===== config.mk =====
export PLATFORM = sky130hd
export DESIGN_NAME = edge_event_scheduler
export DESIGN_NICKNAME = d
export VERILOG_FILES = /design/src/rtl/edge_sched_pkg.sv /design/src/rtl/edge_event_scheduler_rr_arbiter.sv /design/src/rtl/edge_event_scheduler.sv
export SDC_FILE = /design/constraint.sdc
export NUM_CORES = 1
export LEC_CHECK = 0
export CAP_MARGIN = 20
export CORE_MARGIN = 5
export CORE_UTILIZATION = 45
export CTS_BUF_LIST = sky130_fd_sc_hd__clkbuf_2 sky130_fd_sc_hd__clkbuf_4 sky130_fd_sc_hd__clkbuf_8
export CTS_CLUSTER_DIAMETER = 150
export CTS_CLUSTER_SIZE = 8
export DETAILED_ROUTE_END_ITERATION = 16
export PLACE_DENSITY = 0.77
export SKIP_CTS_REPAIR_TIMING = 1
export SLEW_MARGIN = 25
export SYNTH_ARGS = -nofsm -noshare
export SYNTH_HDL_FRONTEND = slang
export SYNTH_SLANG_ARGS = --single-unit

===== constraint.sdc =====
create_clock -name clk -period 1.6 [get_ports clk]
set_input_delay 0.32 -clock clk [delete_from_list [all_inputs] [get_ports clk]]
set_output_delay 0.32 -clock clk [all_outputs]
set_load 0.03 [all_outputs]

===== src/rtl/edge_sched_pkg.sv =====
// Shared types and helpers for the edge event scheduler: FSM state encoding
// and the channel-index width calculation.
package edge_sched_pkg;

    typedef enum logic {
        IDLE    = 1'b0,
        PRESENT = 1'b1
    } sched_state_t;

    // Width needed to index n channels; never narrower than one bit.
    function automatic int unsigned ch_idx_w(input int unsigned n);
        return (n <= 2) ? 1 : $clog2(n);
    endfunction

endpackage


===== src/rtl/edge_event_scheduler_rr_arbiter.sv =====
// Combinational round-robin arbiter: picks the first requester after
// last_grant, wrapping modulo N_CH.
module rr_arbiter
    import edge_sched_pkg::*;
#(
    parameter int unsigned N_CH = 4,
    parameter int unsigned CW   = ch_idx_w(N_CH)
) (
    input  logic [N_CH-1:0] req,
    input  logic [CW-1:0]   last_grant,
    output logic [CW-1:0]   grant,
    output logic            any_valid
);

    int unsigned idx;

    always_comb begin
        grant     = '0;
        any_valid = 1'b0;
        idx       = 0;
        // Offsets 1..N_CH so last_grant itself is searched last.
        for (int unsigned k = 1; k <= N_CH; k++) begin
            idx = (32'(last_grant) + k) % N_CH;
            if (!any_valid && req[idx[CW-1:0]]) begin
                any_valid = 1'b1;
                grant     = idx[CW-1:0];
            end
        end
    end

endmodule


===== src/rtl/edge_event_scheduler.sv =====
// Rising-edge detector per channel feeding a pending/overflow tracker and a
// round-robin scheduled valid/ready event output.
module edge_event_scheduler
    import edge_sched_pkg::*;
#(
    parameter int unsigned N_CH = 4,
    parameter int unsigned CW   = ch_idx_w(N_CH)
) (
    input  logic            clk,
    input  logic            reset_n,
    input  logic [N_CH-1:0] level_in,
    input  logic [N_CH-1:0] ch_enable,
    output logic            evt_valid,
    output logic [CW-1:0]   evt_ch,
    input  logic            evt_ready,
    output logic [N_CH-1:0] overflow,
    input  logic            overflow_clr
);

    sched_state_t    state_q, state_d;
    logic [N_CH-1:0] prev_q;
    logic [N_CH-1:0] pending_q, pending_d;
    logic [N_CH-1:0] overflow_q, overflow_d;
    logic [CW-1:0]   evt_ch_q, evt_ch_d;
    logic [CW-1:0]   last_grant_q, last_grant_d;

    logic [N_CH-1:0] rise;
    logic [N_CH-1:0] req;
    logic [N_CH-1:0] grant_vec;
    logic [N_CH-1:0] ovf_set;
    logic [CW-1:0]   win;
    logic            win_valid;
    logic            grant_fire;

    assign rise = level_in & ~prev_q & ch_enable;
    // Disabled channels must not be granted even before their pending bit clears.
    assign req  = pending_q & ch_enable;

    rr_arbiter #(
        .N_CH (N_CH),
        .CW   (CW)
    ) u_arb (
        .req        (req),
        .last_grant (last_grant_q),
        .grant      (win),
        .any_valid  (win_valid)
    );

    always_comb begin
        state_d      = state_q;
        evt_ch_d     = evt_ch_q;
        last_grant_d = last_grant_q;
        grant_fire   = 1'b0;
        case (state_q)
            IDLE: begin
                if (win_valid) begin
                    grant_fire = 1'b1;
                    state_d    = PRESENT;
                end
            end
            PRESENT: begin
                if (evt_ready) begin
                    if (win_valid) grant_fire = 1'b1;
                    else           state_d    = IDLE;
                end
            end
        endcase
        if (grant_fire) begin
            evt_ch_d     = win;
            last_grant_d = win;
        end
    end

    // A rise on the channel being granted re-arms pending instead of overflowing.
    always_comb begin
        grant_vec = '0;
        if (grant_fire) grant_vec[win] = 1'b1;
        pending_d  = ch_enable & (rise | (pending_q & ~grant_vec));
        ovf_set    = rise & pending_q & ~grant_vec;
        overflow_d = (overflow_clr ? '0 : overflow_q) | ovf_set;
    end

    always_ff @(posedge clk or negedge reset_n) begin
        if (!reset_n) begin
            state_q      <= IDLE;
            prev_q       <= '0;
            pending_q    <= '0;
            overflow_q   <= '0;
            evt_ch_q     <= '0;
            last_grant_q <= CW'(N_CH - 1);
        end else begin
            state_q      <= state_d;
            prev_q       <= level_in;
            pending_q    <= pending_d;
            overflow_q   <= overflow_d;
            evt_ch_q     <= evt_ch_d;
            last_grant_q <= last_grant_d;
        end
    end

    assign evt_valid = (state_q == PRESENT);
    assign evt_ch    = evt_ch_q;
    assign overflow  = overflow_q;

endmodule


Word level (Yosys, flattened, before mapping). Cells that the tools add are included.

$mul: 0. Bitwise gates (word level): 12. Divide/modulo/power cells: 0. Eq/ne operators: 0. Reductions and logical operators: 7. Muxes and demuxes: 25. Add/sub/neg operators: 4. $lt $le $gt $ge: 6. Shift operators: 0.

Operators by type and width (number): $and 4x4->4 (7); $lt 2x3->1 const B (5); $mux 1 (12); $bmux 1 s2 (4); $mux 2 (4); $mux 4 (2); $not 4->4 (2); $or 4x4->4 (2); $add 2x1->2 const B (2); $add 2x2->2 const B (2); $logic_and 1x1->1 (4); $pmux 1 s2 (2); $logic_not 1->1 (3); $demux 1 s2 (1); $ge 2x1->1 const B (1); $not 1->1 (1).

Word-level logic and storage cells: 60. Bits in latches: 0. Output and inout port bits: 7. Memory bits (writable): 0. Memories: 0. Input bits: 12. Register bits after elaboration: 17. Memory bits (read-only): 0.

Logic depth before layout (Yosys ltp).
Depth in word-level cells: 22. Depth in mapped cells: 5. Depth with buffers taken out: 5.

Cells and area by module. Synthesis repeated with hierarchy kept, for this count alone.

Cells, all modules: 75. Area total of the unflattened synthesis: 778.2 um2.

By module, submodules not included: edge_event_scheduler (cells an instance 61, times used 1, area an instance 686.9 um2); rr_arbiter (cells an instance 14, times used 1, area an instance 91.3 um2).

Worst setup path before layout. No wires, ideal clock.

Kind: register to register. Start point: register last_grant_q[0]. End point: register overflow_q[1], in the netlist overflow[1]. Cell stages (with the launch flop): 6. Path buffers: 0. Slack: -193 ps. Clock period less this slack: 1793 ps. Data arrival time: 1672 ps. Path through: dfstp_2 a21boi_0 o21a_4 nor2_2 or4b_4 a32o_2.

Cells in the longest elaborated chain, start to end: 21. Elaborated cells on any way between the ends: 38.

RTL lines: from (decl) (line edge_event_scheduler.sv:25) `logic [CW-1:0] last_grant_q, last_grant_d;`; from (signal assigned) (line edge_event_scheduler.sv:90) `last_grant_q <= CW'(N_CH - 1);`; from (signal assigned) (line edge_event_scheduler.sv:97) `last_grant_q <= last_grant_d;`; $add 2x1->2 (line edge_event_scheduler_rr_arbiter.sv:23) `idx = (32'(last_grant) + k) % N_CH;`; $bmux 1 s2 (line edge_event_scheduler_rr_arbiter.sv:24) `if (!any_valid && req[idx[CW-1:0]]) begin`; $mux 1 (implied by the code) (line edge_event_scheduler_rr_arbiter.sv:24); $mux 1 (line edge_event_scheduler_rr_arbiter.sv:24); $logic_not 1->1 (line edge_event_scheduler_rr_arbiter.sv:24); $logic_and 1x1->1 (line edge_event_scheduler_rr_arbiter.sv:24); $mux 1 (line edge_event_scheduler_rr_arbiter.sv:24); $logic_not 1->1 (line edge_event_scheduler_rr_arbiter.sv:24); (+6 left out); $logic_and 1x1->1 (implied by the code) (line edge_event_scheduler.sv:77) `if (grant_fire) grant_vec[win] = 1'b1;`; $mux 1 (implied by the code) (line edge_event_scheduler.sv:77); $demux 1 s2 (line edge_event_scheduler.sv:77); $mux 4 * (line edge_event_scheduler.sv:77); $not 4->4 * (line edge_event_scheduler.sv:79) `ovf_set = rise & pending_q & ~grant_vec;`; $and 4x4->4 * (line edge_event_scheduler.sv:79); $or 4x4->4 * (line edge_event_scheduler.sv:80) `overflow_d = (overflow_clr ? '0 : overflow_q) | ovf_set;`; net overflow_d[1] (line edge_event_scheduler.sv:23) `logic [N_CH-1:0] overflow_q, overflow_d;`; to (signal assigned) (line edge_event_scheduler.sv:95) `overflow_q <= overflow_d;`; to (decl) (line edge_event_scheduler.sv:23).

The timed path passes the listed nets; every way through them passes the cells marked *. The select of a mux whose other input is x is not followed. A chain may end at the register's enable or synchronous reset.

Worst setup path in the final report.
Start point: register last_grant_q[1]. End point: register overflow_q[1], in the netlist overflow[1].

Same word-level chain as after synthesis.

==> out/qor.yml <==
numCtsBuffers: 3
hold_ws_ps: 341
syn_area_um2: 783
worstPathCellList: "buf_4 > nor4bb_1 > a311o_2 > nor2_2 > or4b_4 > a32o_2"
path_buf_inv: 1
outcome: "finished, violations left"
antennaDiodeCount: 0
io_pins: 19
leakage_nw: 0.641
grt_pass1_wl_um: 3200
area_delta_synth_final_pct: 51.1
crit_path_end_kind: "flip-flop"
cts.clk_slew.worst_paths_ps: 100
pwr-share-seq_pct: 43.2
rsz0062_at_grt: "true"
peakVddDrop_mv: 0.891
yosysUniqueCellTypes: 35
cp_data_required_time_ps: 1780
viasPerCell: 5.57
synth_seq_cells: 17
p_int_mw: 0.850
synth_common_cells: "15 x dfrtp_1, 5 x nand2_1, 4 x inv_1"
cp_top_family: "simple AND/OR/NAND/NOR gates"
tightestPinTransition_ps: 359
dp_hpwl_um: 1470
syn_inst: 69
drt_iter0_markers: 22
syn_nets: 81
violations: "setup timing"
drv_cap: 0
p_sw_share_pct: 32.1
final_core_util_pct: 70.1
timing.rr.start: "last_grant_q[1]"
slew_headroom_pct: 75.9
cpPeakStageDelay_ps: 490
port_buffers: 18
root_buffer: "clkbuf_4"
core_um2: 1690
fp.dieW_um: 51.7
fp.dieH_um: 51.7
fin_crit_sh_pct: 119
cts_tree: "built"
wirelength_um: 1920
synth_most_common_cell: "dfrtp_1"
hold_path.class: "input port to asynchronous set/reset pin"
via_count: 696
rr_worst_depth: 6
finalSetupViolCount: 12
clock_latency_ps: 290
postSynthAreaPerCell_um2: 11.4
htree_levels: 1
critPathLaunchType: "flip-flop"
synthFlopType: "dfrtp_1"
start_util_pct: 46.4
wl_per_cell_um: 15.4
yosys-top-cells-area: "dfrtp_1 48%, dfstp_2 6.7%, a21o_1 2.9%"
netlist.area_leader.share_pct: 47.9
ant_nets: 0
cp_max_fo: 3
power.switching_mw: 0.402
clock-sinks: 17
slowest_stage: "or4b_4"
drc: 0
final_nets: 121
drt_first_pass_iters: 4
p_clk_share_pct: 18.0
yosys.area.top_type: "dfrtp_1"
yosysWarnings: 0
period_needed_ps: 1900
antenna_found_initial: 0
grt_max_degree: 18
grt_overflow_total: 0
pwr-share-comb_pct: 38.8
grt_util_all_layers_pct: 16.7
r2r_setup_slack_ps: -300
ctsLongestPathBuffers: 2
report.final.slew_viol_count: 0
timing.fmax_mhz: 527
crit_arrival_ps: 2070
ys_seq_area_share_pct: 54.6
gp_congestion: 0.869
synth_edf_count: 0
finClkSkew_ps: 13.6
worst-setup-path-type: "flip-flop to flip-flop"
fin_ws_ps: -297
first_global_vias: 710
drive_gt1_share_pct: 36.1
synthArstFlopShare_pct: 100
dieArea_um2: 2670
rows: 15
hold_viol: 0
r2r-end: "overflow[1]"
power_density_nw_per_um2: 1060
[flip-flops by register name (all words and copies together) (netlist names)]
signal        cells
last_grant_q      2
evt_valid         1
evt_ch            2
pending_q         4
overflow          4
prev_q            4
[cell families after synthesis]
kind of cell	after synthesis	share of synthesized area (%)
buffers and inverters	4	1.92
AOI/OAI and AO/OA	22	22.7
and+or+nand+nor	26	20.8
DFF	17	54.6
[power groups by stage]
stage          logic [mW]  clock network (mW)  registers [mW]
2_1_floorplan       0.167                   0           0.604
3_3_place_gp        0.429                   0           0.555
3_5_place_dp        0.441                   0           0.556
4_1_cts             0.443               0.237           0.549
5_1_grt             0.520               0.272           0.549
6_report            0.485               0.225           0.541
[routing by layer]
metal	track usage (%)	vias up	wire, um
li1	-	336	-
met1	20.5	330	825
met2	25.4	26	948
met3	4.30	4	110
met4	11.4	0	34
met5	0	-	0
[final cells by class]
class	count	area [um2]
fill	146	505
sequential	17	428
multi-input combinational	48	367
timing repair buffer	35	325
clock buffer	3	22.5
tap	17	21.3
inverter	4	15.0
clock inverter	1	5.00
[through the flow]
step	worst slack, ps	power [mW]	area, um2	std cells	TNS (ps)
final	-297	1.25	1180	125	-2230
after detailed placement	-529	0.997	1100	119	-5020
after global placement	-498	0.984	1100	119	-4850
after CTS	-285	1.23	1120	123	-2600
after global routing	-315	1.34	1180	125	-2860
after floorplan	-161	0.771	783	69	-653
[worst max path at each step]
| stage | depth (start not counted) | slack (ps) | from | endpoint |
|---|---|---|---|---|
| 6_report | 6 | -300 | last_grant_q[1] | overflow[1] |
| 5_1_grt | 5 | -320 | last_grant_q[1] | overflow[1] |
| 4_1_cts | 5 | -290 | last_grant_q[0] | pending_q[2] |
| 3_5_place_dp | 6 | -530 | ch_enable[3] | overflow[1] |
| 3_3_place_gp | 6 | -500 | ch_enable[1] | overflow[1] |
| 2_1_floorplan | 5 | -160 | last_grant_q[1] | overflow[1] |
[layout by cell type, fill, tap and decap left out, types with 2 or more instances in the layout]
cell             instances
buf_4                   17
dfrtp_1                 15
clkdlybuf4s50_1         11
dlymetal6s2s_1           7
nand2_1                  5
inv_1                    4
nor2b_1                  3
a21o_1                   3
clkbuf_4                 3
a22oi_1                  2
nor3_2                   2
o21ai_0                  2
nor2_1                   2
nand2b_1                 2
a21oi_1                  2
dfstp_2                  2
[worst register-to-register path: cells and delay by family, from the launching register on]
family                 cells  cell delay [ps]
buffers and inverters      1              140
and+or+nand+nor            3              810
AOI/OAI and AO/OA          2              450
DFF                        1              390
Power figures use the tool's default switching activity.
